### src/rtl/sync_fifo.sv
// Single-clock FIFO with boot pre-population, optional first-word-fall-through
// read port, almost-full/empty thresholds, sticky error flags and sync flush.
module sync_fifo #(
  parameter int WIDTH         = 72,
  parameter int DEPTH         = 32,
  parameter int ADDR_WIDTH    = $clog2(DEPTH),
  parameter int BOOT_COUNT    = 0,
  parameter int FWFT          = 0,
  parameter int AFULL_THRESH  = DEPTH - 2,
  parameter int AEMPTY_THRESH = 2
) (
  input  logic                  clk,
  input  logic                  rst,
  input  logic                  flush,
  input  logic                  wr_en,
  input  logic [WIDTH-1:0]      wr_data,
  output logic                  full,
  output logic                  almost_full,
  input  logic                  rd_en,
  output logic [WIDTH-1:0]      rd_data,
  output logic                  rd_valid,
  output logic                  empty,
  output logic                  almost_empty,
  output logic [ADDR_WIDTH:0]   count,
  output logic                  overflow,
  output logic                  underflow
);

  localparam logic [ADDR_WIDTH:0] PTR_ONE  = (ADDR_WIDTH+1)'(1);
  localparam logic [ADDR_WIDTH:0] BOOT_PTR = (ADDR_WIDTH+1)'(BOOT_COUNT);
  localparam logic [ADDR_WIDTH:0] DEPTH_C  = (ADDR_WIDTH+1)'(DEPTH);
  localparam logic [ADDR_WIDTH:0] AFULL_C  = (ADDR_WIDTH+1)'(AFULL_THRESH);
  localparam logic [ADDR_WIDTH:0] AEMPTY_C = (ADDR_WIDTH+1)'(AEMPTY_THRESH);

  logic [WIDTH-1:0]    mem_q [DEPTH];
  logic [ADDR_WIDTH:0] wr_ptr_q, wr_ptr_d;
  logic [ADDR_WIDTH:0] rd_ptr_q, rd_ptr_d;
  logic [ADDR_WIDTH:0] count_q, count_d;
  logic                ovf_q, ovf_d;
  logic                unf_q, unf_d;
  logic [WIDTH-1:0]    rd_data_q, rd_data_d;
  logic                rd_valid_q, rd_valid_d;
  logic                wr_acc, rd_acc, mem_we;
  logic                full_w, empty_w;

  assign full_w       = (count_q == DEPTH_C);
  assign empty_w      = (count_q == '0);
  assign full         = full_w;
  assign empty        = empty_w;
  assign almost_full  = (count_q >= AFULL_C);
  assign almost_empty = (count_q <= AEMPTY_C);
  assign count        = count_q;
  assign overflow     = ovf_q;
  assign underflow    = unf_q;

  always_comb begin
    wr_acc     = wr_en & ~full_w;
    rd_acc     = rd_en & ~empty_w;
    wr_ptr_d   = wr_ptr_q;
    rd_ptr_d   = rd_ptr_q;
    count_d    = count_q;
    ovf_d      = ovf_q;
    unf_d      = unf_q;
    rd_data_d  = rd_data_q;
    rd_valid_d = 1'b0;
    mem_we     = 1'b0;
    if (flush) begin
      wr_ptr_d = '0;
      rd_ptr_d = '0;
      count_d  = '0;
      ovf_d    = 1'b0;
      unf_d    = 1'b0;
    end else begin
      mem_we = wr_acc;
      if (wr_acc) wr_ptr_d = wr_ptr_q + PTR_ONE;
      if (rd_acc) begin
        rd_ptr_d   = rd_ptr_q + PTR_ONE;
        rd_data_d  = mem_q[rd_ptr_q[ADDR_WIDTH-1:0]];
        rd_valid_d = 1'b1;
      end
      case ({wr_acc, rd_acc})
        2'b10:   count_d = count_q + PTR_ONE;
        2'b01:   count_d = count_q - PTR_ONE;
        default: count_d = count_q;
      endcase
      if (wr_en & full_w)  ovf_d = 1'b1;
      if (rd_en & empty_w) unf_d = 1'b1;
    end
  end

  always_ff @(posedge clk) begin
    if (rst) begin
      wr_ptr_q   <= BOOT_PTR;
      rd_ptr_q   <= '0;
      count_q    <= BOOT_PTR;
      ovf_q      <= 1'b0;
      unf_q      <= 1'b0;
      rd_data_q  <= '0;
      rd_valid_q <= 1'b0;
    end else begin
      wr_ptr_q   <= wr_ptr_d;
      rd_ptr_q   <= rd_ptr_d;
      count_q    <= count_d;
      ovf_q      <= ovf_d;
      unf_q      <= unf_d;
      rd_data_q  <= rd_data_d;
      rd_valid_q <= rd_valid_d;
    end
  end

  // Storage has no reset so boot contents loaded externally survive rst.
  always_ff @(posedge clk) begin
    if (mem_we && !rst) mem_q[wr_ptr_q[ADDR_WIDTH-1:0]] <= wr_data;
  end

  if (FWFT != 0) begin : g_fwft
    assign rd_data  = mem_q[rd_ptr_q[ADDR_WIDTH-1:0]];
    assign rd_valid = ~empty_w;
  end else begin : g_std
    assign rd_data  = rd_data_q;
    assign rd_valid = rd_valid_q;
  end

endmodule

### config.mk
export PLATFORM = sky130hd
export DESIGN_NAME = sync_fifo
export DESIGN_NICKNAME = d
export VERILOG_FILES = /design/src/rtl/sync_fifo.sv
export SDC_FILE = /design/constraint.sdc
export NUM_CORES = 2
export LEC_CHECK = 0
export ABC_CLOCK_PERIOD_IN_PS = 22000
export CAP_MARGIN = 20
export CORE_UTILIZATION = 45
export CTS_BUF_LIST = sky130_fd_sc_hd__clkbuf_4
export CTS_CLUSTER_SIZE = 16
export DETAILED_ROUTE_END_ITERATION = 10
export PLACE_DENSITY = 0.63
export SYNTH_ARGS = -nofsm -noshare
export SYNTH_HDL_FRONTEND = slang
export SYNTH_SLANG_ARGS = --single-unit
### constraint.sdc
create_clock -name clk -period 22 [get_ports clk]
set_clock_uncertainty 0.15 [all_clocks]
set_input_delay 4.4 -clock clk [delete_from_list [all_inputs] [get_ports clk]]
set_output_delay 4.4 -clock clk [all_outputs]
set_load 0.03 [all_outputs]
==> flow_metrics.py <==
metrics = {
    "status": {
        "status": "finished, final reports clean",
    },
    "yosys": {
        "syn_nets": 4467,
        "yosys_warnings": 0,
        "syn_area_mm2": 0.0910,
        "synth_compound_area_frac": 0.0460,
        "synth_adder_area_share": 0.00110,
        "synth_top_family_by_area": "multiplexers",
        "yosysUniqueCellTypes": 50,
        "synth.top_cell.area_share": 0.760,
        "syn_inst": 4382,
        "synth-main-ff-cell": "edfxtp_1",
        "ys_seq_elements": 2395,
        "synthMuxAreaShare": 0.152,
        "async_reset_ff_frac": 0,
        "syn_area_per_cell_um2": 20.8,
        "synth_area_leaders": "edfxtp_1 (76%), mux4_2 (8.2%), mux2i_1 (7.0%)",
        "synth-xor-area-share": 0.00115,
        "synth-edff-count": 2304,
        "synth-simple-area-share": 0.00714,
        "ys_seq_area_frac": 0.780,
        "yosys.area.top_type": "edfxtp_1",
    },
    "worst_setup_path": {
        "r2r-start": "rd_ptr_q[1]$_SDFFE_PP0P_",
        "endpoint_kind": "flip-flop",
        "critPathTopFamily": "simple AND/OR/NAND/NOR gates",
        "critPathCapture": "mem_q[6][34]$_DFFE_PP_",
        "cp-startpoint": "rst",
        "start_kind": "input port",
        "crit_chain": "clkdlybuf4s50_1 > or2_2 > nor3_1 > nand2_1 > nor2_4 > buf_4",
        "ff2ff_path_depth": 10,
        "crit_type": "in -> reg",
        "slowest_stage": "nor2_4",
        "cp_max_fo": 50,
        "max_stage_delay_ps": 960,
        "cp_data_arrival_time_ps": 9040,
        "required_ps": 22750,
        "r2r_slack_ps": 15170,
        "timing.rr.end": "rd_data[24]$_SDFFE_PP0P_",
        "crit_buf_inv": 2,
        "critical_path_depth": 6,
    },
    "clocking": {
        "cts_tree": "yes",
        "cts_buffers": 614,
        "cts_max_path_buffers": 4,
        "holdBufCountCts": 0,
        "cts.sinks": 2395,
        "h-tree-depth": 6,
        "cts_root_buffer": "clkbuf_4",
        "clkLatencyLatePin_ps": 1380,
        "cts_setup_buffers": 0,
        "clk_pin_slew_ps": 60,
        "cts_resized": 0,
    },
    "floorplan": {
        "core_area_mm2": 0.200,
        "start_util": 0.454,
        "die_y_um": 452,
        "die_x_um": 452,
        "die-area_mm2": 0.204,
        "io_pins": 162,
        "rows": 164,
    },
    "min_path": {
        "holdCritPathClass": "reg -> reg",
    },
    "timing": {
        "min_period_ps": 8290,
        "finalWorstSetupSlack_ps": 13710,
        "finalCritPeriodShare": 0.377,
        "tightest_slew_ps": 1150,
        "clock.fmax_mhz": 121,
        "slew_headroom": 0.233,
        "setup_viol_count_final": 0,
        "finalSetupTns_ps": 0,
        "finalHoldViolCount": 0,
        "rsz0062_at_grt": "no",
        "finalMaxSlewViolations": 0,
    },
    "drt": {
        "drt_first_pass_iters": 5,
        "num_vias": 47000,
        "wl_per_cell_um": 28.1,
        "ant_nets": 0,
        "route.detailed.drc": 0,
        "via_per_inst": 5.76,
        "routed_wl_mm": 230,
        "drtIter0Drc": 4920,
    },
    "final_layout": {
        "drive_above_1_share": 0.274,
        "seq_area_mm2": 0.0710,
        "multi_input_area_mm2": 0.0192,
        "area_delta_synth_final_pct": 14.4,
        "stdcell_count": 8157,
        "nFillCells": 16100,
        "layout.nets": 5141,
    },
    "placed_design": {
        "placed_cells_incl_taps": 7082,
        "pre_cts_slack_ps": 12480,
        "port_buffers": 161,
        "routabilityCongestion": 0.795,
        "hpwl_mm": 126,
    },
    "grt": {
        "track_usage": 0.224,
        "grt_pass1_vias": 47600,
        "grt_max_degree": 108,
        "antenna_found_initial": 11,
        "grt-ovfl-total": 0,
        "grt_pass1_wl_mm": 329,
    },
    "power_and_ir_drop": {
        "total_power_mw": 8.94,
        "power_leakage_nw": 31.7,
        "ir_drop_mv": 0.0628,
        "p_per_area_mw_per_mm2": 85.9,
    },
    "job": {
        "max-cap-violations": 0,
    },
}
-- flip-flops by register name (all words and copies together) (netlist names) --
name	count
mem_q	2304
wr_ptr_q	5
underflow	1
rd_valid	1
overflow	1
count	6
rd_data	72
rd_ptr_q	5
-- worst min-delay path: stages, from the launching register on --
cell,delay [ps]
dfxtp_1,320
a21oi_1,40
nor2_1,70
-- worst min path at each step --
| stage | from | slack, ps | to | cells after the start |
|---|---|---|---|---|
| after global routing | underflow$_SDFFE_PP0P_ | 360 | underflow$_SDFFE_PP0P_ | 2 |
| after CTS | overflow$_SDFFE_PP0P_ | 320 | overflow$_SDFFE_PP0P_ | 2 |
| after detailed placement | overflow$_SDFFE_PP0P_ | 310 | overflow$_SDFFE_PP0P_ | 2 |
| after global placement | overflow$_SDFFE_PP0P_ | 310 | overflow$_SDFFE_PP0P_ | 2 |
| after floorplan | wr_ptr_q[0]$_SDFFE_PP0P_ | 400 | wr_ptr_q[0]$_SDFFE_PP0P_ | 2 |
| final | underflow$_SDFFE_PP0P_ | 320 | underflow$_SDFFE_PP0P_ | 2 |
-- routing by layer --
layer  vias to the layer above  routed length, um  GRT usage
met3                       287              20300     0.0570
met4                         2               4720     0.0678
met2                      2109             107000      0.341
met5                         -                  8          0
met1                     24500              97400      0.318
li1                      20100                  -          -
-- stage by stage --
step	utilization	instance area [um^2]	hold WS, ps
6_report	0.520	104000	319
5_1_grt	0.520	104000	359
4_1_cts	0.518	104000	324
3_5_place_dp	0.480	96200	310
3_3_place_gp	0.480	96200	307
2_1_floorplan	-	91000	404
-- where the power goes --
| group | internal (mW) | leakage [nW] | switching (mW) | total (mW) |
|---|---|---|---|---|
| combinational | 0.0803 | 5.74 | 0.161 | 0.241 |
| sequential | 5.00 | 21.5 | 0.00941 | 5.01 |
| clock | 1.96 | 4.56 | 1.73 | 3.69 |
| total | 7.04 | 31.7 | 1.90 | 8.94 |
-- kinds of logic after synthesis --
logic type | after synthesis
flip-flops | 2395
XOR/XNOR | 12
buffers and inverters | 267
adder cells (fa/ha/maj) | 8
AO/OA/AOI/OAI | 603
multiplexers | 965
AND/OR/NAND/NOR | 132
-- placed cells by master, fill, tap and decap left out, types with 3 or more instances in the layout --
cell	instances
mux2i_1	633
mux4_2	331
clkbuf_16	6
buf_4	139
nand4_1	3
nor2_1	18
nor3_1	30
o221ai_1	44
clkdlybuf4s50_1	151
dfxtp_1	86
buf_2	10
buf_12	4
nand3_1	3
clkbuf_4	928
xnor2_1	3
or3_1	5
xor2_1	9
nor2_4	33
inv_1	7
ha_1	8
nand3b_1	6
a211oi_1	46
o21ai_0	49
diode_2	8
a22oi_1	224
nor2b_4	4
bufinv_16	4
a22o_1	71
nand2_1	10
buf_16	5
a21oi_1	152
clkinv_2	8
inv_2	10
edfxtp_1	2304
clkinv_1	102
dfxtp_4	5
buf_8	3
-- synthesized netlist by cell type, drive strengths merged, types with 2 or more instances --
library cell / count
o22ai: 2
or3b: 2
or3: 5
a21oi: 153
nand3b: 6
a211oi: 46
and3: 2
nand4: 3
mux2i: 633
xor2: 9
buf: 134
nor2: 51
a311oi: 2
nand2: 12
mux4: 331
nor3b: 2
a22oi: 224
nand3: 4
xnor2: 3
inv: 7
a2111oi: 2
clkbuf: 126
nor3: 31
o21ai: 49
ha: 8
edfxtp: 2304
dfxtp: 91
o221ai: 44
nor2b: 6
nand2b: 3
a22o: 71
-- final cells by class --
| class | instances | share of cell area |
|---|---|---|
| Antenna cell | 8 | 0.000192 |
| Clock buffer | 928 | 0.0669 |
| Clock inverter | 125 | 0.00565 |
| Inverter | 7 | 0.000252 |
| Multi-Input combinational cell | 1720 | 0.184 |
| Sequential cell | 2395 | 0.682 |
| Tap cell | 2656 | 0.0319 |
| Timing Repair Buffer | 318 | 0.0290 |
Power figures use the tool's default switching activity.
